File: src/rtl/led_ctrl_pkg.sv
// Shared definitions for the LED position controller: display modes, position width helper
// and synchroniser depth.
package led_ctrl_pkg;

  typedef enum logic [1:0] {
    MODE_ONEHOT = 2'b00,
    MODE_BAR    = 2'b01,
    MODE_BINARY = 2'b10,
    MODE_BLANK  = 2'b11
  } led_mode_e;

  localparam int unsigned SYNC_STAGES = 2;

  // Position width: max(1, clog2(n)).
  function automatic int unsigned pos_width(input int unsigned n);
    return (n <= 2) ? 1 : $clog2(n);
  endfunction

endpackage

File: src/rtl/button_conditioner.sv
// Raw active-low button to single-cycle step pulses: 2-flop synchroniser, debouncer and
// hold-to-repeat generator.
module button_conditioner
  import led_ctrl_pkg::*;
#(
  parameter int unsigned DEBOUNCE_CYCLES = 500000,
  parameter int unsigned REPEAT_DELAY    = 25000000,
  parameter int unsigned REPEAT_PERIOD   = 5000000
) (
  input  logic clk,
  input  logic reset,
  input  logic button,
  output logic step
);

  localparam int unsigned DW     = $clog2(DEBOUNCE_CYCLES + 1);
  localparam int unsigned RepMax = (REPEAT_DELAY > REPEAT_PERIOD) ? REPEAT_DELAY : REPEAT_PERIOD;
  localparam int unsigned RW     = $clog2(RepMax + 1);

  logic [SYNC_STAGES-1:0] sync_q;
  logic [SYNC_STAGES-1:0] vld_q;
  logic                   sync_lvl;
  logic                   sync_vld;

  logic          deb_q;
  logic          deb_prev_q;
  logic [DW-1:0] deb_cnt_q;

  logic          armed_q;
  logic          rep_on_q;
  logic          rep_first_q;
  logic [RW-1:0] rep_cnt_q;
  logic [RW-1:0] rep_thr;
  logic          step_q;

  assign sync_lvl = sync_q[SYNC_STAGES-1];
  assign sync_vld = vld_q[SYNC_STAGES-1];
  assign rep_thr  = rep_first_q ? RW'(REPEAT_DELAY) : RW'(REPEAT_PERIOD);
  assign step     = step_q;

  // vld_q marks when the synchroniser holds real samples rather than reset values.
  always_ff @(posedge clk or negedge reset) begin
    if (!reset) begin
      sync_q <= '1;
      vld_q  <= '0;
    end else begin
      sync_q <= {sync_q[SYNC_STAGES-2:0], button};
      vld_q  <= {vld_q[SYNC_STAGES-2:0], 1'b1};
    end
  end

  always_ff @(posedge clk or negedge reset) begin
    if (!reset) begin
      deb_q     <= 1'b1;
      deb_cnt_q <= '0;
    end else if (sync_lvl != deb_q) begin
      if (deb_cnt_q == DW'(DEBOUNCE_CYCLES)) begin
        deb_q     <= sync_lvl;
        deb_cnt_q <= '0;
      end else begin
        deb_cnt_q <= deb_cnt_q + DW'(1);
      end
    end else begin
      deb_cnt_q <= '0;
    end
  end

  // A press only counts once a genuine release has been seen since reset, so a button
  // held through reset stays silent until it is released and pressed again.
  always_ff @(posedge clk or negedge reset) begin
    if (!reset) begin
      deb_prev_q  <= 1'b1;
      armed_q     <= 1'b0;
      rep_on_q    <= 1'b0;
      rep_first_q <= 1'b0;
      rep_cnt_q   <= '0;
      step_q      <= 1'b0;
    end else begin
      deb_prev_q <= deb_q;
      step_q     <= 1'b0;
      if (sync_vld && sync_lvl) begin
        armed_q <= 1'b1;
      end
      if (!deb_q) begin
        if (deb_prev_q) begin
          if (armed_q) begin
            step_q      <= 1'b1;
            rep_on_q    <= 1'b1;
            rep_first_q <= 1'b1;
            rep_cnt_q   <= RW'(1);
          end
        end else if (rep_on_q && (REPEAT_DELAY != 0)) begin
          if (rep_cnt_q == rep_thr) begin
            step_q      <= 1'b1;
            rep_first_q <= 1'b0;
            rep_cnt_q   <= RW'(1);
          end else begin
            rep_cnt_q <= rep_cnt_q + RW'(1);
          end
        end
      end else begin
        rep_on_q    <= 1'b0;
        rep_first_q <= 1'b0;
        rep_cnt_q   <= '0;
      end
    end
  end

endmodule

File: src/rtl/led_position_ctrl.sv
// Button-driven LED position controller: position register with wrap/saturate stepping and a
// registered LED decode in one-hot, bar, binary or blank mode.
module led_position_ctrl
  import led_ctrl_pkg::*;
#(
  parameter int unsigned LED_COUNT       = 8,
  parameter int unsigned DEBOUNCE_CYCLES = 500000,
  parameter int unsigned REPEAT_DELAY    = 25000000,
  parameter int unsigned REPEAT_PERIOD   = 5000000,
  parameter bit          WRAP            = 1'b1,
  localparam int unsigned PW             = pos_width(LED_COUNT)
) (
  input  logic                 clk,
  input  logic                 reset,
  input  logic                 button_inc,
  input  logic                 button_dec,
  input  logic [1:0]           mode,
  output logic [LED_COUNT-1:0] led,
  output logic [PW-1:0]        position
);

  localparam logic [PW-1:0] PosMax = PW'(LED_COUNT - 1);

  logic                 inc_step;
  logic                 dec_step;
  logic [PW-1:0]        pos_q;
  logic [PW-1:0]        pos_d;
  logic [LED_COUNT-1:0] led_q;
  logic [LED_COUNT-1:0] led_d;

  button_conditioner #(
    .DEBOUNCE_CYCLES(DEBOUNCE_CYCLES),
    .REPEAT_DELAY   (REPEAT_DELAY),
    .REPEAT_PERIOD  (REPEAT_PERIOD)
  ) u_inc (
    .clk   (clk),
    .reset (reset),
    .button(button_inc),
    .step  (inc_step)
  );

  button_conditioner #(
    .DEBOUNCE_CYCLES(DEBOUNCE_CYCLES),
    .REPEAT_DELAY   (REPEAT_DELAY),
    .REPEAT_PERIOD  (REPEAT_PERIOD)
  ) u_dec (
    .clk   (clk),
    .reset (reset),
    .button(button_dec),
    .step  (dec_step)
  );

  // Simultaneous inc and dec cancel out.
  always_comb begin
    pos_d = pos_q;
    case ({inc_step, dec_step})
      2'b10:   pos_d = (pos_q == PosMax) ? (WRAP ? '0 : pos_q) : pos_q + PW'(1);
      2'b01:   pos_d = (pos_q == '0) ? (WRAP ? PosMax : pos_q) : pos_q - PW'(1);
      default: pos_d = pos_q;
    endcase
  end

  always_comb begin
    led_d = '0;
    case (led_mode_e'(mode))
      MODE_ONEHOT: begin
        for (int unsigned i = 0; i < LED_COUNT; i++) led_d[i] = (i == 32'(pos_q));
      end
      MODE_BAR: begin
        for (int unsigned i = 0; i < LED_COUNT; i++) led_d[i] = (i <= 32'(pos_q));
      end
      MODE_BINARY: led_d[PW-1:0] = pos_q;
      default:     led_d = '0;
    endcase
  end

  always_ff @(posedge clk or negedge reset) begin
    if (!reset) begin
      pos_q <= '0;
      led_q <= '0;
    end else begin
      pos_q <= pos_d;
      led_q <= led_d;
    end
  end

  assign led      = led_q;
  assign position = pos_q;

endmodule

File: config.mk
export PLATFORM = sky130hd
export DESIGN_NAME = led_position_ctrl
export DESIGN_NICKNAME = d
export VERILOG_FILES = /design/src/rtl/led_ctrl_pkg.sv /design/src/rtl/button_conditioner.sv /design/src/rtl/led_position_ctrl.sv
export SDC_FILE = /design/constraint.sdc
export NUM_CORES = 1
export LEC_CHECK = 0
export CAP_MARGIN = 20
export CORE_MARGIN = 2
export CORE_UTILIZATION = 30
export CTS_CLUSTER_SIZE = 20
export DETAILED_ROUTE_END_ITERATION = 8
export PLACE_DENSITY = 0.45
export SLEW_MARGIN = 20
export SYNTH_ARGS = -nofsm -noshare
export SYNTH_HDL_FRONTEND = slang
export SYNTH_HIERARCHICAL = 1
export SYNTH_SLANG_ARGS = --single-unit
File: constraint.sdc
create_clock -name clk -period 4.8 [get_ports clk]
set_clock_uncertainty 0.2 [all_clocks]
set_input_delay 0.72 -clock clk [delete_from_list [all_inputs] [get_ports clk]]
set_output_delay 0.72 -clock clk [all_outputs]
set_load 0.01 [all_outputs]
[After elaboration in Yosys (flattened, before gate mapping)]
Index checks and enable logic that the tools add are counted.
Word-level totals
  memories kept: 0
  output and inout bits: 11
  input bits: 6
  logic and storage cells: 121
  ROM bits: 0
  register bits: 119
  bits in latches: 0
  RAM bits: 0
Operators by class
  div/mod/pow operators: 0
  magnitude comparators: 7
  bitwise operators: 0
  add/sub/neg operators: 6
  multiplexer cells: 45
  reductions and logical operators: 21
  shift operators: 0
  multipliers: 0
  equal/unequal tests: 20
Operator list (count)
  $mux W25: 12
  $mux W19: 4
  $add A25 B1 Y25 const B: 2
  $eq A25 B25 Y1: 2
  $add A19 B1 Y19 const B: 2
  $eq A19 B19 Y1 const B: 2
  $mux W1: 24
  $eq A3 B3 Y1 const A: 4
  $le A3 B3 Y1 const A: 4
  $reduce_and A2 Y1: 6
  $reduce_bool A3 Y1: 4
  $pmux W5 S2: 1
  $reduce_bool A2 Y1: 5
  $pmux W3 S3: 1
  $eq A2 B3 Y1 const A: 2
  $le A2 B3 Y1 const A: 2
  $mux W3: 2
  $ne A3 B2 Y1 const B: 2
  $pmux W3 S2: 1
  $reduce_and A3 Y1: 2
  $eq A2 B1 Y1 const B: 2
  $eq A2 B2 Y1 const B: 2
  $add A3 B1 Y3 const B: 1
  $eq A1 B3 Y1 const A: 1
  7 further kinds: 9

[Depth between registers and ports, before layout]
Gate-level depths: netlist (run 1).
  word-level depth: 6
  mapped depth: 8
  depth with buffers taken out: 7

[Cells and area by module]
Netlist (run 1), hierarchy kept.
By module, submodules not included
  button_conditioner (u_inc): area an instance 2681.3 µm², seq. area each 1356.3 µm², instances 1, cells an instance 271
  button_conditioner (u_dec): area an instance 2632.5 µm², seq. area each 1356.3 µm², instances 1, cells an instance 258
  led_position_ctrl: area an instance 626.9 µm², seq. area each 275.3 µm², instances 1, cells an instance 66

[Worst setup path after synthesis (run 1)]
OpenSTA, ideal clock, no wires.
  path kind: register to register
  from: register u_dec.rep_cnt_q[5]
  to: register u_dec.rep_cnt_q[4]
  clock period less this slack: 2176 ps
  buffers on the path: 1
  setup time: 119 ps
  required time: 4481 ps
  arrival: 1857 ps
  setup slack: 2624 ps
  stages on the path, launching flop included: 7
  cells stage by stage: dfrtp_1 > or4_1 > nor4_2 > o2111ai_2 > a31oi_4 > buf_6 > nor2_1
On the way
  cells in the longest elaborated chain, start to end: 5
Ends and longest elaborated chain
  start: declaration: RTL line button_conditioner.sv:32  | logic [RW-1:0] rep_cnt_q;
  start signal: assignment: RTL line button_conditioner.sv:98  | rep_cnt_q <= rep_cnt_q + RW'(1);
  $eq A25 B25 Y1: RTL line button_conditioner.sv:93  | if (rep_cnt_q == rep_thr) begin
  $mux W25: RTL line button_conditioner.sv:93
  $mux W25: RTL line button_conditioner.sv:92  | end else if (rep_on_q && (REPEAT_DELAY != 0)) begin
  $mux W25: RTL line button_conditioner.sv:85  | if (deb_prev_q) begin
  $mux W25: RTL line button_conditioner.sv:84  | if (!deb_q) begin
Every way passes these cells. The select of a mux whose other input is x is not followed.
A chain may end at the register's enable or synchronous reset.

[Worst setup path in the final report (run 1)]
  from: register u_dec.rep_cnt_q[5]
  to: register u_dec.rep_cnt_q[15]
On the way
  cells in the longest elaborated chain, start to end: 5
  elaborated cells between the ends (all ways): 6
  classes of those cells: add/sub: 1; eq/ne: 1; mux: 4
Ends and longest elaborated chain (RTL line)
  $add A25 B1 Y25 / $eq A25 B25 Y1 (equally long branches): button_conditioner.sv:98, button_conditioner.sv:93
  $mux W25 (*): button_conditioner.sv:93
  $mux W25 (*): button_conditioner.sv:92
  $mux W25 (*): button_conditioner.sv:85
  $mux W25 (*): button_conditioner.sv:84
Mark *: on every way between the ends. The rest lies on a longest branch, timed or not. The select of a mux whose other input is x is not followed.

==> results of run 1 <==
==> layer usage <==
| layer | share of wire, % | up-vias | GRT usage [%] | wire (um) |
|---|---|---|---|---|
| met3 | 2.8 | 18 | 3.422 | 321 |
| met2 | 46 | 52 | 18.88 | 5187 |
| met4 | 1.6 | 0 | 5.212 | 188 |
| met5 | 0 | - | 0 | 0 |
| li1 | - | 2057 | - | - |
| met1 | 50 | 1980 | 15.52 | 5700 |
==> logic make-up after synthesis <==
family | synth area share [%]
compound gates | 5.055
xor+xnor | 12.09
fa+ha+maj | 3.159
buf+inv | 3.875
flops | 50.29
mux | 0.6950
other cells | 0.1264
simple gates | 24.71
==> layout make-up <==
type	count	area (sq um)	area share (%)
multi-input cells	429	2736	39.17
repair buffers	19	180.2	2.579
flip-flops and latches	119	2988	42.77
well taps	265	331.6	4.747
inverters	27	101.3	1.451
clock inverters	9	170.2	2.436
clock buffers	23	478.0	6.842
==> Yosys cell counts (4+ instances only) <==
cell type | count | area, sq um
sky130_fd_sc_hd__and4_1 | 7 | 61.31
sky130_fd_sc_hd__o21ai_0 | 9 | 45.04
sky130_fd_sc_hd__ha_1 | 15 | 187.7
sky130_fd_sc_hd__nor2_1 | 106 | 397.9
sky130_fd_sc_hd__clkbuf_1 | 4 | 15.01
sky130_fd_sc_hd__a21oi_1 | 7 | 35.03
sky130_fd_sc_hd__xnor2_1 | 41 | 359.1
sky130_fd_sc_hd__nor2b_1 | 7 | 43.79
sky130_fd_sc_hd__a31oi_1 | 4 | 25.02
sky130_fd_sc_hd__xor2_1 | 41 | 359.1
sky130_fd_sc_hd__buf_6 | 5 | 56.30
sky130_fd_sc_hd__nor3_1 | 18 | 90.09
sky130_fd_sc_hd__nand4_1 | 17 | 106.4
sky130_fd_sc_hd__nand4b_1 | 4 | 35.03
sky130_fd_sc_hd__nor4_1 | 9 | 56.30
sky130_fd_sc_hd__and3_1 | 12 | 75.07
sky130_fd_sc_hd__dfrtp_1 | 111 | 2778
sky130_fd_sc_hd__dfstp_2 | 8 | 210.2
sky130_fd_sc_hd__buf_2 | 9 | 45.04
sky130_fd_sc_hd__inv_1 | 27 | 101.4
sky130_fd_sc_hd__nor4b_1 | 8 | 70.07
sky130_fd_sc_hd__nand3_1 | 34 | 170.2
sky130_fd_sc_hd__nand2_1 | 36 | 135.1
sky130_fd_sc_hd__a21o_1 | 5 | 37.54
==> path summary, 6_finish.rpt <==
kind	from	endpoint	slack [ps]	cells after the start
setup / recovery	u_dec/rep_cnt_q[5]	u_dec/rep_cnt_q[15]	2210	5
hold / removal	u_inc/vld_q[0]	u_inc/vld_q[1]	150	0
setup reg to reg	u_dec/rep_cnt_q[5]	u_dec/rep_cnt_q[15]	2210	5
hold reg to reg	u_inc/vld_q[0]	u_inc/vld_q[1]	150	0
max in group asynchronous	reset	u_inc/rep_cnt_q[8]	3220	2
min in group asynchronous	reset	u_inc/deb_cnt_q[1]	170	1
==> state kept, by name, summed over array words and instances, names as in the netlist, 3 cells and up <==
signal and count:
position 3, u_dec/deb_cnt_q 19, led 8, u_inc/deb_cnt_q 19, u_inc/rep_cnt_q 25, u_dec/rep_cnt_q 25
==> stage by stage <==
| step | instance area, sq um | power (mW) | setup slack [ps] | instances |
|---|---|---|---|---|
| after floorplan | 5941 | 1.053 | 2624 | 595 |
| final | 6985 | 2.460 | 2210 | 891 |
| after global placement | 6331 | 1.084 | 2238 | 859 |
| after global routing | 6985 | 2.559 | 2015 | 891 |
| after detailed placement | 6337 | 1.085 | 2189 | 859 |
| after CTS | 6985 | 2.504 | 2178 | 891 |
==> report_power, final <==
part	internal, mW	switching (mW)	total [mW]
clock network	0.958	0.436	1.39
registers	1.01	0.00672	1.02
logic	0.0121	0.0328	0.0450
total	1.98	0.476	2.46
==> cell usage in the layout, fill, tap and decap left out, drive strengths merged, types with 7 or more instances in the layout <==
cell	n
xnor2	41
ha	15
nor2	107
nand2	36
and4	10
nor3	18
nor4b	8
a21oi	9
inv	27
nand4	17
and3	12
xor2	41
nor2b	7
dfstp	8
o21ai	9
nand3	35
clkdlybuf4s50	15
clkbuf	23
dfrtp	111
nor4	10
==> worst max-delay path: stages (launching register included) <==
cell	delay, ps
sky130_fd_sc_hd__dfrtp_1	430
sky130_fd_sc_hd__or4_1	540
sky130_fd_sc_hd__nor4_2	250
sky130_fd_sc_hd__o2111ai_2	250
sky130_fd_sc_hd__a31oi_4	650
sky130_fd_sc_hd__nor2_1	120
==> metrics.txt, run 1 <==
total wire length=11400 um; Pins Over Slew Limit=0; Synth Instances=595; class of the most critical setup path=register to register; Pwr Density=352.2 nW/um^2; setup violation total in the final timing report=0; Routability Congestion=0.7631; post-cts resize count=0; fraction of registers with async set/reset=100.0%; Hold Buf Count CTS=0; First DRT Iteration DRCs=189; buffer count from post-CTS setup fixing=0; synthesized area per cell=9.984 sq um; total CTS buffers=17; CP startpoint kind=register; transition time of the tightest slew-check pin=1032 ps; area inside the core boundary=19460 sq um; 1st-pass router iterations=4; synthesis-to-finish area growth=17.59%; post-route core utilization=35.89%; maximum fanout along the worst path=24; number of antenna violations at the first check in global routing=0; outcome=complete, no violations; horizontal die dimension=144.7 um; worst hold path class=register to register; final net count=634; setup repair after global routing missed its margin=false; half-perimeter wire length after placement=7307 um; pin count of the biggest net entering global routing=61; max_cap viols=0; Max transition margin=30.90%; Critical Path RT=4870 ps; Starting Density=30.52%; post-synthesis cell type count=59; maximum VDD drop=0.0002135 V; total of flip-flops plus latches after synthesis=119; remaining number of nets flagged by the antenna check after routing=0; clock transition at the register clock pins on the worst setup and hold paths after CTS=50 ps; Die ar.=20940 sq um; number of flops mapped to enable cells by yosys=0; post-synthesis instance area=5941 sq um; CP Data Arrival Time=2660 ps; synthesized net count=616; Top FF cell, synth=sky130_fd_sc_hd__dfrtp_1; Total Neg Setup Slack=0 ps; WL per Instance=12.79 um; all-layer global routing usage=12.02%; clock period minus worst slack=2590 ps; global-route wire length before repair=19790 um; Critical Path End Type=register; maximum clock frequency=386.0 MHz; final hold violation count=0; leak pwr=2.979 nW; Max Root-Sink Buffers=2; detailed-route vias per instance=4.609; Seq/Total Area, Yosys=50.29%; share of the cycle needed by the critical path after routing=53.97%; fraction of layout cells with a size suffix above 1=9.744%; via count of the routed design=4107; row cnt=51; DRC violation count after routing=0; number of ports placed on the die boundary=17; number of global-route vias before repair=4063; Skew-Pair Late Insertion Delay=420 ps; Die Ht=144.7 um; total clock sinks=119; Synthesis Warnings=6; htree depth=4; CTS Root Cell=sky130_fd_sc_hd__clkbuf_16; number of fillers in the final layout=1901; antenna diode instance count=0; Port Buf Inserts=16; Hold WS=145.3 ps; CTS tree=yes; total global routing overflow=0
Power figures use the tool's default switching activity.
==> run 2, diff against run 1 <==
--- a/config.mk
+++ b/config.mk
@@ -10,7 +10,7 @@
 export CORE_UTILIZATION = 30
 export CTS_CLUSTER_SIZE = 20
 export DETAILED_ROUTE_END_ITERATION = 8
-export PLACE_DENSITY = 0.45
+export PLACE_DENSITY = 0.46
 export SLEW_MARGIN = 20
 export SYNTH_ARGS = -nofsm -noshare
 export SYNTH_HDL_FRONTEND = slang
==> constraint.sdc (replaced) <==
create_clock -name clk -period 2.16 [get_ports clk]
set_clock_uncertainty 0.2 [all_clocks]
set_input_delay 0.324 -clock clk [delete_from_list [all_inputs] [get_ports clk]]
set_output_delay 0.324 -clock clk [all_outputs]
set_load 0.01 [all_outputs]
==> run 2 against run 1 <==
Against the previous run: final area rose by 3.5%; via count rose by 3.7%; non-clock buffer count rose by 22; hold slack got worse by 31 ps; die area did not move; wire length rose by 4.7%; sequential power rose by 120%; first-iteration DRC count rose by 11%; sequential share of layout area fell by 1.4 points; count of clock-buffer cells in the layout rose by 1; critical path type unchanged; largest cell class unchanged; highest routed layer unchanged.
==> metrics.txt, run 2 (same netlist as run 1, synthesis figures left out) <==
outcome=complete, no violations; antenna diode instance count=0 (unchanged); total CTS buffers=17 (unchanged); total global routing overflow=0 (unchanged); pin count of the biggest net entering global routing=34 (-44%); Starting Density=30.52% (unchanged); Max Root-Sink Buffers=2 (unchanged); Pwr Density=721.0 nW/um^2 (+100%); commonest cells after routing, fill and taps aside=109 x sky130_fd_sc_hd__dfrtp_1, 106 x sky130_fd_sc_hd__nor2_1, 41 x sky130_fd_sc_hd__xnor2_1, 41 x sky130_fd_sc_hd__xor2_1, 36 x sky130_fd_sc_hd__nand2_1; global-route wire length before repair=21140 um (+6.8%); Die Ht=144.7 um (unchanged); met1 layer usage reported by global route=16.86% (+1.3 points); area inside the core boundary=19460 sq um (unchanged); post-route insts no fill=913 (+2.5%); clock period minus worst slack=2102 ps (-488.2 ps); R2R depth=6 (+1); part of the total power dissipated in the clock network=54.3% (-2.4 points); maximum VDD drop=0.0004426 V (+110%); Critical Path RT=2310 ps (-2560 ps); total wire length=11940 um (+4.7%); reg-to-reg startpoint=u_dec/rep_cnt_q[20]; max_cap viols=0 (unchanged); WL per Instance=13.07 um (+2.2%); Most Crowded Layer GR=met2; number of instances on the worst hold path=1 (+1); half-perimeter wire length after placement=7809 um (+6.9%); end of the worst hold path=u_dec/sync_q[0]; number of global-route vias before repair=4377 (+7.7%); worst hold path class=input port to register; Pins Over Slew Limit=0 (unchanged); proportion of total power due to net switching=20.69% (+1.3 points); sequential fraction of design power=43.5% (+2.0 points); setup repair after global routing missed its margin=true; fraction of layout cells with a size suffix above 1=14.04% (+4.3 points); power consumption=5.210 mW (+110%); maximum fanout along the worst path=3 (-88%); number of cells after detailed placement=880 (+2.4%); total clock sinks=119 (unchanged); via count of the routed design=4258 (+3.7%); horizontal die dimension=144.7 um (unchanged); DRC violation count after routing=0 (unchanged); Critical Path End Type=register; Net Switching=1.078 mW (+130%); Worst Min Path Start=button_dec; all-layer global routing usage=12.83% (+0.81 points); CP startpoint kind=register; combinational share of power=2.2% (+0.4 points); met3 routing resource usage after global routing=3.817% (+0.39 points); Port Buf Inserts=16 (unchanged); maximum clock frequency=475.7 MHz (+23%); R2R Setup Slk=60 ps (-2150 ps); number of fillers in the final layout=1911 (+0.53%); number of antenna violations at the first check in global routing=0 (unchanged); Routability Congestion=0.7946 (+4.1%); cell-internal power=4.132 mW (+110%); number of ports placed on the die boundary=17 (unchanged); 1st-pass router iterations=4 (unchanged); synthesis-to-finish area growth=21.65%; remaining number of nets flagged by the antenna check after routing=0 (unchanged); leading registers by flop count=u_dec/rep_cnt_q: 25 flops, u_inc/rep_cnt_q: 25 flops; First DRT Iteration DRCs=209 (+11%); row cnt=51 (unchanged); Skew-Pair Late Insertion Delay=410 ps (about the same); share of the cycle needed by the critical path after routing=97.32% (+43 points); leak pwr=3.108 nW (+4.3%); detailed-route vias per instance=4.664 (+1.2%); final hold violation count=0 (unchanged); commonest non-fill, non-tap cell in the layout=sky130_fd_sc_hd__dfrtp_1; met2 Use GR=19.88% (+1.0 points); Max transition margin=66.11% (+35 points); CTS Root Cell=sky130_fd_sc_hd__clkbuf_16; endpoint of the most critical register-to-register path=u_dec/rep_cnt_q[0]; buffer count from post-CTS setup fixing=0 (unchanged); CTS tree=yes; setup violation total in the final timing report=0 (unchanged); CP Data Arrival Time=2250 ps (-410 ps); htree depth=4 (unchanged); clock transition at the register clock pins on the worst setup and hold paths after CTS=50 ps (about the same); final net count=656 (+3.5%); transition time of the tightest slew-check pin=508.3 ps (-523.3 ps); Die ar.=20940 sq um (unchanged); class of the most critical setup path=register to register
==> run 2: final cells by class <==
cell class / count / area, sq um / area share, %
sequential: 119 / 2990 / 41.38
inverter: 27 / 101.3 / 1.402
timing repair buffer: 41 / 410.4 / 5.679
multi-input combinational: 429 / 2796 / 38.69
tap: 265 / 331.6 / 4.588
clock buffer: 24 / 501.7 / 6.943
clock inverter: 8 / 95.09 / 1.316
==> run 2: how the worst max path moves through the flow <==
stage,from,to
final,u_dec/rep_cnt_q[20],u_dec/rep_cnt_q[0]
after global routing,u_dec/rep_cnt_q[20],u_dec/rep_cnt_q[0]
after CTS,position[0],position[0]
after detailed placement,u_dec/rep_cnt_q[15],u_dec/rep_cnt_q[0]
after global placement,u_dec/rep_cnt_q[15],u_dec/rep_cnt_q[0]
after floorplan,u_dec/rep_cnt_q[5],u_dec/rep_cnt_q[4]
==> run 2: stage by stage <==
stage	hold WS [ps]	setup slack, ps	setup TNS, ps	util, %	cell area, sq um
6_report	114.4	57.82	0	37.13	7227
2_1_floorplan	-171.6	3.191	0	-	5941
3_5_place_dp	133.9	-38.43	-318.9	33.62	6544
4_1_cts	93.03	7.119	0	36.77	7156
5_1_grt	96.11	-16.94	-16.94	37.13	7227
3_3_place_gp	127.4	-3.232	-3.232	33.62	6544
==> run 2: what timing repair did <==
item                                   4_1_cts  5_1_grt
hold buffers                                 1        0
endpoints found under the hold margin       29        0
pin swaps                                    2        3
resized for setup                            1       14
setup endpoints to repair                   25       85
==> run 2: power by group through the flow <==
stage / Sequential (mW) / Combinational, mW / Clock [mW]
after floorplan: 2.30 / 0.0383 / 0
after global placement: 2.30 / 0.116 / 0
after detailed placement: 2.31 / 0.119 / 0
after CTS: 2.27 / 0.121 / 2.91
after global routing: 2.27 / 0.135 / 3.01
final: 2.27 / 0.116 / 2.83
==> run 2: per-layer routing <==
layer / up-vias / wire (um)
li1: 2097 / -
met1: 2087 / 5749
met5: - / 0
met4: 0 / 198
met2: 57 / 5523
met3: 17 / 466
==> run 2: worst max-delay path, stage by stage (launching register included) <==
cell                        delay, ps
sky130_fd_sc_hd__dfrtp_1          380
sky130_fd_sc_hd__or4_1            560
sky130_fd_sc_hd__nor3_2           170
sky130_fd_sc_hd__o2111ai_2        170
sky130_fd_sc_hd__buf_4            190
sky130_fd_sc_hd__a311oi_2         260
sky130_fd_sc_hd__a21o_1           110
